**src/rtl/amber_pkg.sv**
```systemverilog
// Shared types and bus widths for the two-master Wishbone arbiter.
package amber_pkg;

  localparam int unsigned WB_DAT_W = 128;
  localparam int unsigned WB_ADR_W = 32;
  localparam int unsigned WB_SEL_W = 16;

  typedef enum logic [1:0] {
    StIdle  = 2'd0,
    StGntM0 = 2'd1,
    StGntM1 = 2'd2
  } arb_state_e;

  typedef enum logic {
    OwnM0 = 1'b0,
    OwnM1 = 1'b1
  } owner_e;

  function automatic logic [1:0] grant_of(arb_state_e st);
    logic [1:0] g;
    case (st)
      StGntM0: g = 2'b01;
      StGntM1: g = 2'b10;
      default: g = 2'b00;
    endcase
    return g;
  endfunction

endpackage

```
**src/rtl/wb_timeout_cnt.sv**
```systemverilog
// Counts consecutive stalled strobe cycles and flags the cycle that reaches TIMEOUT.
module wb_timeout_cnt #(
  parameter int unsigned TIMEOUT = 16
) (
  input  logic i_clk,
  input  logic i_rst,
  input  logic i_stall,
  output logic o_timeout
);

  localparam int unsigned CntW = $clog2(TIMEOUT) + 1;

  logic [CntW-1:0] cnt_q, cnt_d;

  assign o_timeout = i_stall && (cnt_q == CntW'(TIMEOUT - 1));

  // Any non-stalled cycle (response, stb low, no grant) restarts the count.
  always_comb begin
    cnt_d = '0;
    if (i_stall && !o_timeout) begin
      cnt_d = cnt_q + CntW'(1);
    end
  end

  always_ff @(posedge i_clk or posedge i_rst) begin
    if (i_rst) begin
      cnt_q <= '0;
    end else begin
      cnt_q <= cnt_d;
    end
  end

endmodule

```
**src/rtl/wb_arbiter2.sv**
```systemverilog
// Two-master Wishbone arbiter: round-robin on ties, grant held for the owner's cycle,
// synthetic error after TIMEOUT stalled strobe cycles.
module wb_arbiter2
  import amber_pkg::*;
#(
  parameter int unsigned TIMEOUT = 16
) (
  input  logic                i_clk,
  input  logic                i_rst,

  input  logic [WB_ADR_W-1:0] i_m0_adr,
  input  logic [WB_SEL_W-1:0] i_m0_sel,
  input  logic                i_m0_we,
  input  logic [WB_DAT_W-1:0] i_m0_dat,
  input  logic                i_m0_cyc,
  input  logic                i_m0_stb,
  output logic [WB_DAT_W-1:0] o_m0_dat,
  output logic                o_m0_ack,
  output logic                o_m0_err,

  input  logic [WB_ADR_W-1:0] i_m1_adr,
  input  logic [WB_SEL_W-1:0] i_m1_sel,
  input  logic                i_m1_we,
  input  logic [WB_DAT_W-1:0] i_m1_dat,
  input  logic                i_m1_cyc,
  input  logic                i_m1_stb,
  output logic [WB_DAT_W-1:0] o_m1_dat,
  output logic                o_m1_ack,
  output logic                o_m1_err,

  output logic [WB_ADR_W-1:0] o_wb_adr,
  output logic [WB_SEL_W-1:0] o_wb_sel,
  output logic                o_wb_we,
  output logic                o_wb_cyc,
  output logic                o_wb_stb,
  output logic [WB_DAT_W-1:0] o_wb_dat,
  input  logic [WB_DAT_W-1:0] i_wb_dat,
  input  logic                i_wb_ack,
  input  logic                i_wb_err,

  output logic [1:0]          o_grant,
  output logic                o_timeout
);

  arb_state_e state_q, state_d;
  owner_e     last_q, last_d;

  logic req0, req1;
  logic owner_stb, stall, timeout;

  assign req0 = i_m0_cyc & i_m0_stb;
  assign req1 = i_m1_cyc & i_m1_stb;

  always_comb begin
    state_d = state_q;
    last_d  = last_q;
    unique case (state_q)
      StIdle: begin
        // On a tie the master that did not own the bus last time wins.
        if (req0 && (!req1 || last_q == OwnM1)) begin
          state_d = StGntM0;
          last_d  = OwnM0;
        end else if (req1) begin
          state_d = StGntM1;
          last_d  = OwnM1;
        end
      end
      StGntM0: if (!i_m0_cyc) state_d = StIdle;
      StGntM1: if (!i_m1_cyc) state_d = StIdle;
      default: state_d = StIdle;
    endcase
  end

  always_ff @(posedge i_clk or posedge i_rst) begin
    if (i_rst) begin
      state_q <= StIdle;
      last_q  <= OwnM1;
    end else begin
      state_q <= state_d;
      last_q  <= last_d;
    end
  end

  assign owner_stb = ((state_q == StGntM0) & i_m0_stb) | ((state_q == StGntM1) & i_m1_stb);
  assign stall     = owner_stb & ~i_wb_ack & ~i_wb_err;

  wb_timeout_cnt #(
    .TIMEOUT (TIMEOUT)
  ) u_timeout_cnt (
    .i_clk     (i_clk),
    .i_rst     (i_rst),
    .i_stall   (stall),
    .o_timeout (timeout)
  );

  assign o_grant   = grant_of(state_q);
  assign o_timeout = timeout;

  always_comb begin
    o_wb_adr = '0;
    o_wb_sel = '0;
    o_wb_we  = 1'b0;
    o_wb_cyc = 1'b0;
    o_wb_stb = 1'b0;
    o_wb_dat = '0;
    o_m0_dat = '0;
    o_m0_ack = 1'b0;
    o_m0_err = 1'b0;
    o_m1_dat = '0;
    o_m1_ack = 1'b0;
    o_m1_err = 1'b0;
    unique case (state_q)
      StGntM0: begin
        o_wb_adr = i_m0_adr;
        o_wb_sel = i_m0_sel;
        o_wb_we  = i_m0_we;
        o_wb_cyc = i_m0_cyc;
        o_wb_stb = i_m0_stb;
        o_wb_dat = i_m0_dat;
        o_m0_dat = i_wb_dat;
        o_m0_ack = i_wb_ack & ~i_wb_err;
        o_m0_err = i_wb_err | timeout;
      end
      StGntM1: begin
        o_wb_adr = i_m1_adr;
        o_wb_sel = i_m1_sel;
        o_wb_we  = i_m1_we;
        o_wb_cyc = i_m1_cyc;
        o_wb_stb = i_m1_stb;
        o_wb_dat = i_m1_dat;
        o_m1_dat = i_wb_dat;
        o_m1_ack = i_wb_ack & ~i_wb_err;
        o_m1_err = i_wb_err | timeout;
      end
      default: ;
    endcase
  end

endmodule

```
**config.mk**
```make
export PLATFORM = sky130hd
export DESIGN_NAME = wb_arbiter2
export DESIGN_NICKNAME = d
export VERILOG_FILES = /design/src/rtl/amber_pkg.sv /design/src/rtl/wb_timeout_cnt.sv /design/src/rtl/wb_arbiter2.sv
export SDC_FILE = /design/constraint.sdc
export NUM_CORES = 1
export LEC_CHECK = 0
export CAP_MARGIN = 0
export CORE_AREA = 2 2 367 369
export CTS_CLUSTER_DIAMETER = 80
export CTS_CLUSTER_SIZE = 14
export DETAILED_ROUTE_END_ITERATION = 12
export DIE_AREA = 0 0 369 371
export GPL_TIMING_DRIVEN = 0
export PLACE_DENSITY = 0.3
export SLEW_MARGIN = 20
export SYNTH_ARGS = -nofsm -noshare
export SYNTH_HDL_FRONTEND = slang
export SYNTH_SLANG_ARGS = --single-unit
```
**constraint.sdc**
```tcl
create_clock -name i_clk -period 2.67 [get_ports i_clk]
set_input_delay 0.4005 -clock i_clk [delete_from_list [all_inputs] [get_ports i_clk]]
set_output_delay 0.4005 -clock i_clk [all_outputs]
set_load 0.02 [all_outputs]
```
==> run summary, run 1 <==
Sequential share of the synthesized area -> 0.0408
First-pass GRT wire length -> 121000 µm
WL per Instance -> 28.7 µm
Clock root buffer -> clkbuf_16
Cts bufs inserted -> 3
Final period util -> 0.981
Grt ovf -> 0
Area growth, synth to finish -> 246%
Fin Setup TNS -> 0 ps
Clk_lat worst skew -> 230 ps
Slew margin rel. -> 0.628
Simple-gate portion of the synthesized area -> 0.571
Crit-path max FO -> 10
Ports -> 932
Critical Path End Type -> primary output
Post-DP HPWL -> 91600 µm
Drt drc -> 0
Tmin final -> 2620 ps
Fmax -> 382 MHz
Leak pwr -> 0.00699 µW
CTS tree -> yes
Vias per cell -> 2.81
Synth warn -> 0
Via count -> 9748
Synth Area in Adders -> 0.0177
Clk_skew -> 1.45 ps
Buffers on Ports -> 931
Post-synth top area share -> 0.327
Distinct cells, synth -> 26
Final setup fails -> 0
Num rows -> 134
Worst EP required -> 2270 ps
Max incr delay on CP -> 490 ps
Top cells by count, synth -> 258 x and2_1, 179 x nor2b_1, 178 x a22oi_1
Setup WS post-layout -> 52.0 ps
Critical path class -> flip-flop to primary output
H-tree depth -> 1
Gr usage total -> 0.137
DR pass1 iterations -> 4
Worst Setup SP -> state_q[0]
Routed WL -> 99500 µm
Hold Vio Cnt, Final -> 0
Fraction of registers with async set or reset after synthesis -> 1.00
Ranking of synthesized cells by area -> and2_1 33%, a22oi_1 27%, nor2b_1 23%, buf_2 3.7%, dfrtp_1 3.5%
Worst Hold Class -> primary input to asynchronous set/reset pin
GP Congestion -> 0.862
Dpl cells -> 3451
Area of the core -> 0.133 mm²
Worst setup SP type -> flip-flop
Cells after Synth -> 752
RSZ-0062 raised after global routing -> yes
Clock transition at the registers of the reported paths -> 40 ps
Multiplexer area fraction after synthesis -> 0
Slew @ Worst Pin -> 558 ps
Die H -> 371 µm
Syn_area_per_cell -> 6.57 µm²
Xor/xnor share of the synthesized area -> 0.00354
Cell taking the most area after synthesis -> and2_1
Syn nets -> 1249
Max Cap Viol -> 0
Synth Area in Compound Gates -> 0.283
Fillers -> 15500
Pin count of the biggest net entering global routing -> 11
Die area -> 0.137 mm²
Peak VDD IR -> 0.336 mV
Largest family of logic cells by synthesized area -> simple AND/OR/NAND/NOR gates
Top FF cell, synth -> dfrtp_1
Initial DRC count -> 355
Setup Slack @ Placement -> -1370 ps
Critical path cell sequence -> inv_2 > ha_4 > buf_12 > buf_4 > a22oi_2 > nor2b_1 > clkdlybuf4s15_2
Status -> finished, final reports clean
Initial antenna violation count -> 39
Non-filler cells, final -> 3468
Layout cells sized above 1 -> 0.220
Detail Route Antenna Nets -> 0
Mapped cell area -> 0.00494 mm²
PwrDens -> 854 mW/mm²
Initial core utilization -> 0.0372
Critical Path AT -> 2220 ps
Post-synth EDFFs -> 0
Reg2Reg Launch Point -> u_timeout_cnt.cnt_q[0]
Clk buf depth -> 2
Clk sinks -> 8
Top-count cell post-synth -> and2_1
Max stage delay cell, worst path -> a22oi_2
#FFs+latches synth -> 8
Die Span X -> 369 µm
Vias in the first global route -> 10200
Fin. max-slew vios -> 0
Final nets -> 2187
## final cells by class
| type | count | area, µm² | area share |
|---|---|---|---|
| clock buffers | 4 | 78.8 | 0.00461 |
| well taps | 1768 | 2210 | 0.129 |
| inverters | 6 | 22.5 | 0.00132 |
| multi-input cells | 650 | 4870 | 0.285 |
| flip-flops and latches | 8 | 201 | 0.0118 |
| plain buffers | 88 | 841 | 0.0492 |
| diodes | 11 | 27.5 | 0.00161 |
| repair buffers | 933 | 8840 | 0.517 |
## critical path: cells and delay by family, from the launching register on
kind                     cells  cell delay, ps
AO/OA/AOI/OAI                1             490
adder cells (fa/ha/maj)      1             220
buffers and inverters        4             740
flip-flops                   1             360
AND/OR/NAND/NOR              1             130
## routing by layer
metal	GRT usage	vias up	routed length (µm)	part of all wire
met5	0	-	80	0.00080
met4	0.00604	12	481	0.0048
met3	0.0278	24	6470	0.065
met2	0.232	545	46800	0.47
met1	0.187	4701	45700	0.46
li1	-	4466	-	-
## cell usage in the layout (no fill, tap or decap), types with 17 or more instances in the layout
master / n
nor2b_1: 162
clkbuf_2: 46
buf_2: 44
clkdlybuf4s15_1: 17
clkdlybuf4s50_1: 495
clkdlybuf4s15_2: 94
dlymetal6s2s_1: 18
clkbuf_4: 18
a22oi_2: 90
a22oi_1: 88
dlygate4sd2_1: 233
and2_1: 258
## through the flow
step                      cell area (µm²)  hold WS, ps   util  total power (µW)
after floorplan                      4940          215      -              6070
after global placement              16500          455  0.124             14700
after detailed placement            16500          453  0.124             14600
after CTS                           17100          458  0.129             15100
after global routing                17100          473  0.129             15500
final                               17100          433  0.129             14600
## state kept, by name (all words and copies together) (netlist names)
| register | cells |
|---|---|
| u_timeout_cnt.cnt_q | 5 |
| state_q | 2 |
| last_q | 1 |
## logic make-up after synthesis
kind of cell,count (synthesis)
xor+xnor,2
simple gates,454
fa+ha+maj,7
flops,8
compound gates,187
buf+inv,94
## final timing paths
| kind | end | cells past startpoint | slack [ps] |
|---|---|---|---|
| worst max-delay path | o_wb_dat[39] | 7 | 50 |
| worst max register to register | u_timeout_cnt.cnt_q[3] | 5 | 910 |
| max in group asynchronous | last_q | 2 | 1940 |
| worst min register to register | u_timeout_cnt.cnt_q[0] | 1 | 450 |
| min in group i_clk | u_timeout_cnt.cnt_q[0] | 1 | 450 |
| worst min-delay path | u_timeout_cnt.cnt_q[1] | 2 | 430 |
## report_power, final
part | leakage, µW | switching (µW) | internal, µW
sequential | 0.000106 | 25.6 | 150
clock | 0.0000382 | 61.3 | 199
combinational | 0.00685 | 8870 | 5300
total | 0.00699 | 8960 | 5650
## what timing repair did
| item | 4_1_cts | 5_1_grt |
|---|---|---|
| gates resized for setup | 1042 | 108 |
| hold buffers | 0 | 0 |
| endpoints found under the hold margin | 0 | 0 |
| buffers inserted | 0 | 2 |
| pin swaps | 14 | 3 |
| endpoints found under the setup margin | 440 | 143 |
Note: power is estimated with default switching activity, not from simulation.
==> run 2, diff against run 1 <==
--- a/config.mk
+++ b/config.mk
@@ -6,14 +6,15 @@
 export NUM_CORES = 1
 export LEC_CHECK = 0
 export CAP_MARGIN = 0
-export CORE_AREA = 2 2 367 369
+export CORE_AREA = 2 2 366 368
 export CTS_CLUSTER_DIAMETER = 80
 export CTS_CLUSTER_SIZE = 14
 export DETAILED_ROUTE_END_ITERATION = 12
-export DIE_AREA = 0 0 369 371
+export DIE_AREA = 0 0 368 370
 export GPL_TIMING_DRIVEN = 0
 export PLACE_DENSITY = 0.3
 export SLEW_MARGIN = 20
 export SYNTH_ARGS = -nofsm -noshare
 export SYNTH_HDL_FRONTEND = slang
+export SYNTH_HIERARCHICAL = 1
 export SYNTH_SLANG_ARGS = --single-unit
==> constraint.sdc (replaced) <==
create_clock -name i_clk -period 2.67 [get_ports i_clk]
set_input_delay 0.4005 -clock i_clk [delete_from_list [all_inputs] [get_ports i_clk]]
set_output_delay 0.4005 -clock i_clk [all_outputs]
set_load 0.005 [all_outputs]
==> run 2 against run 1 <==
Compared with the run above: the flow now finishes with violations (negative setup slack); routed wire length shrank 2.1%; sequential power is essentially flat; register-to-register slack lost 550 ps; largest cell class unchanged; critical endpoint is now o_wb_sel[7]; via count grew 1.9%; first-iteration DRC count is the same; utilization grew 1.0 points; worst setup slack lost 150 ps; clock skew grew 2.0 ps; clock power is essentially flat.
==> run summary, run 2 <==
Final setup fails -> 2 (was 0)
Max Cap Viol -> 0 (unchanged)
Seq pwr share -> 0.013 (was 0.012)
Top-count cell post-synth -> and2_1 (unchanged)
Gr usage total -> 0.135 (was 0.137)
Die Span X -> 368 µm (was 369 µm)
Via count -> 9929 (was 9748)
H-tree depth -> 1 (unchanged)
Commonest non-fill, non-tap cells in the layout -> 660 x clkdlybuf4s50_1, 246 x and2_1, 132 x nor2b_1, 123 x dlygate4sd2_1, 103 x a22oi_2 (was 495 x clkdlybuf4s50_1, 258 x and2_1, 233 x dlygate4sd2_1, 162 x nor2b_1, 94 x clkdlybuf4s15_2)
Syn nets -> 1249 (unchanged)
GP Congestion -> 0.819 (was 0.862)
Initial core utilization -> 0.0371 (was 0.0372)
Layout cells sized above 1 -> 0.192 (was 0.220)
Ranking of synthesized cells by area -> and2_1 33%, a22oi_1 27%, nor2b_1 23%, clkbuf_1 4.7%, dfrtp_1 3.6% (was and2_1 33%, a22oi_1 27%, nor2b_1 23%, buf_2 3.7%, dfrtp_1 3.5%)
Max stage delay cell, worst path -> clkdlybuf4s50_1 (was a22oi_2)
Synth warn -> 6 (was 0)
Grt ovf -> 0 (unchanged)
Final nets -> 2213 (was 2187)
Detail Route Antenna Nets -> 0 (unchanged)
Clock share of power -> 0.018 (about the same)
Tmin final -> 2770 ps (was 2620 ps)
Largest family of logic cells by synthesized area -> simple AND/OR/NAND/NOR gates (unchanged)
Leak pwr -> 0.00818 µW (was 0.00699 µW)
Comb power frac -> 0.969 (was 0.970)
Crit-path max FO -> 10 (unchanged)
Clk_skew -> 3.46 ps (was 1.45 ps)
Max FFs per register -> 5 (unchanged)
Synth Area in Adders -> 0.0178 (was 0.0177)
Routed WL -> 97400 µm (was 99500 µm)
Failing checks -> negative setup slack
Synth Area in Compound Gates -> 0.284 (was 0.283)
Initial antenna violation count -> 31 (was 39)
Clock root buffer -> clkbuf_16 (unchanged)
Hold Vio Cnt, Final -> 0 (unchanged)
Vias per cell -> 2.85 (was 2.81)
Slew @ Worst Pin -> 614 ps (was 558 ps)
P_int -> 7030 µW (was 5650 µW)
Distinct cells, synth -> 29 (was 26)
Drt drc -> 0 (unchanged)
Ports -> 932 (unchanged)
Xor/xnor share of the synthesized area -> 0.00178 (was 0.00354)
Max incr delay on CP -> 480 ps (was 490 ps)
Cts hold-fix bufs -> 0 (unchanged)
Syn_area_per_cell -> 6.54 µm² (was 6.57 µm²)
Vias in the first global route -> 10200 (about the same)
Mapped cell area -> 0.00492 mm² (was 0.00494 mm²)
Post-synth top area share -> 0.327 (about the same)
Buffers on Ports -> 931 (unchanged)
Multiplexer area fraction after synthesis -> 0.00204 (was 0)
Critical path cell sequence -> inv_2 > ha_4 > buf_12 > clkbuf_8 > a22oi_2 > nor2b_4 > clkdlybuf4s50_1 (was inv_2 > ha_4 > buf_12 > buf_4 > a22oi_2 > nor2b_1 > clkdlybuf4s15_2)
Post-DP HPWL -> 89800 µm (was 91600 µm)
Fraction of registers with async set or reset after synthesis -> 1.00 (unchanged)
Top FF cell, synth -> dfrtp_1 (unchanged)
RSZ-0062 raised after global routing -> yes (unchanged)
#FFs+latches synth -> 8 (unchanged)
Fin. max-slew vios -> 0 (unchanged)
Worst setup SP type -> flip-flop (unchanged)
Top reg by flops -> u_timeout_cnt/cnt_q (was u_timeout_cnt.cnt_q)
Largest registers -> u_timeout_cnt/cnt_q: 5 flops, state_q: 2 flops, last_q: 1 flops (was u_timeout_cnt.cnt_q: 5 flops, state_q: 2 flops, last_q: 1 flops)
Num rows -> 134 (unchanged)
R2R cell count -> 12 (was 5)
WL per Instance -> 28.0 µm (was 28.7 µm)
Status -> finished with violations (was finished, final reports clean)
Peak VDD IR -> 0.239 mV (was 0.336 mV)
Area growth, synth to finish -> 274% (was 246%)
Fillers -> 15300 (was 15500)
Sequential share of the synthesized area -> 0.0410 (was 0.0408)
Simple-gate portion of the synthesized area -> 0.575 (was 0.571)
Area of the core -> 0.132 mm² (was 0.133 mm²)
Pin count of the biggest net entering global routing -> 11 (unchanged)
Final period util -> 1.04 (was 0.981)
PwrDens -> 776 mW/mm² (was 854 mW/mm²)
Fin Hold WS -> 462 ps (was 433 ps)
Post-synth EDFFs -> 0 (unchanged)
First-pass GRT wire length -> 120000 µm (was 121000 µm)
Initial DRC count -> 355 (unchanged)
Clock transition at the registers of the reported paths -> 40 ps (about the same)
Setup WS post-layout -> -95.4 ps (was 52.0 ps)
CTS tree -> yes (unchanged)
Top cells by count, synth -> 257 x and2_1, 178 x a22oi_1, 178 x nor2b_1 (was 258 x and2_1, 179 x nor2b_1, 178 x a22oi_1)
DR pass1 iterations -> 5 (was 4)
Clk_lat worst skew -> 230 ps (about the same)
Critical Path AT -> 2360 ps (was 2220 ps)
Cell taking the most area after synthesis -> and2_1 (unchanged)
Most common cell after layout, fill and taps aside -> clkdlybuf4s50_1 (unchanged)
Die area -> 0.136 mm² (was 0.137 mm²)
Critical path class -> flip-flop to primary output (unchanged)
Cells after Synth -> 752 (unchanged)
Clk sinks -> 8 (unchanged)
Fmax -> 362 MHz (was 382 MHz)
Total power -> 14300 µW (was 14600 µW)
Switching Fraction -> 0.507 (was 0.613)
Clk buf depth -> 2 (unchanged)
Critical Path End Type -> primary output (unchanged)
R2R setup slack -> 360 ps (was 910 ps)
Slew margin rel. -> 0.590 (was 0.628)
Final core utilization -> 0.139 (was 0.129)
Die H -> 370 µm (was 371 µm)
Worst Hold Class -> primary input to asynchronous set/reset pin (unchanged)
Worst EP required -> 2270 ps (about the same)
Cts bufs inserted -> 3 (unchanged)
Net switching power -> 7250 µW (was 8960 µW)
run 2: layout make-up:
type | count | area, µm² | share of cell area
tap | 1768 | 2210 | 0.120
antenna | 2 | 5.00 | 0.000272
timing repair buffer | 961 | 9620 | 0.523
inverter | 6 | 25.0 | 0.00136
buffer | 86 | 1130 | 0.0614
multi-input combinational | 650 | 5130 | 0.279
sequential | 8 | 203 | 0.0110
clock buffer | 4 | 78.8 | 0.00428
run 2: repair_timing:
action | in CTS | in global routing
gates resized for setup | 647 | 195
setup buffers | 17 | 12
pin swaps | 22 | 25
cloned | 3 | 0
setup endpoints to repair | 445 | 151
run 2: power groups by stage:
stage / sequential, µW / clock [µW] / combinational, µW
final: 178 / 257 / 13800
after global routing: 182 / 273 / 14800
after CTS: 177 / 266 / 14200
after detailed placement: 172 / 0 / 12300
after global placement: 172 / 0 / 12400
after floorplan: 166 / 0 / 3880
run 2: metrics by stage:
step / cell area, µm² / setup WS, ps / setup TNS [ps] / instances
after floorplan: 4920 / 649 / 0 / 752
after global placement: 16400 / -1630 / -291710 / 3451
after detailed placement: 16500 / -1340 / -282150 / 3451
after CTS: 18000 / -186 / -1520 / 3475
after global routing: 18400 / -157 / -702 / 3483
final: 18400 / -95.4 / -102 / 3485
run 2: critical path: cells and delay by family, from the launching register on:
family / cells / cell delay (ps)
DFF: 1 / 380
buffers and inverters: 4 / 940
and+or+nand+nor: 1 / 110
AOI/OAI and AO/OA: 1 / 460
adders and majority gates: 1 / 190
run 2: per-layer routing:
layer	up-vias	share of wire	GRT usage	routed length, µm
li1	4508	-	-	-
met1	4826	0.43	0.170	42100
met2	520	0.49	0.238	47800
met3	55	0.067	0.0356	6560
met4	20	0.0082	0.0100	794
met5	-	0.0013	0	126
run 2: final timing paths:
path,startpoint,end
min in group i_clk,u_timeout_cnt/cnt_q[0],u_timeout_cnt/cnt_q[0]
max in group asynchronous,i_rst,last_q
worst min register to register,u_timeout_cnt/cnt_q[0],u_timeout_cnt/cnt_q[0]
worst max register to register,state_q[0],u_timeout_cnt/cnt_q[3]
worst max-delay path,state_q[1],o_wb_sel[7]
worst min-delay path,i_rst,state_q[1]
run 2: logic make-up after synthesis:
family,count (synthesis)
flip-flops,8
XOR/XNOR,1
multiplexers,1
adder cells (fa/ha/maj),7
buffers and inverters,94
AND/OR/NAND/NOR,454
AO/OA/AOI/OAI,187
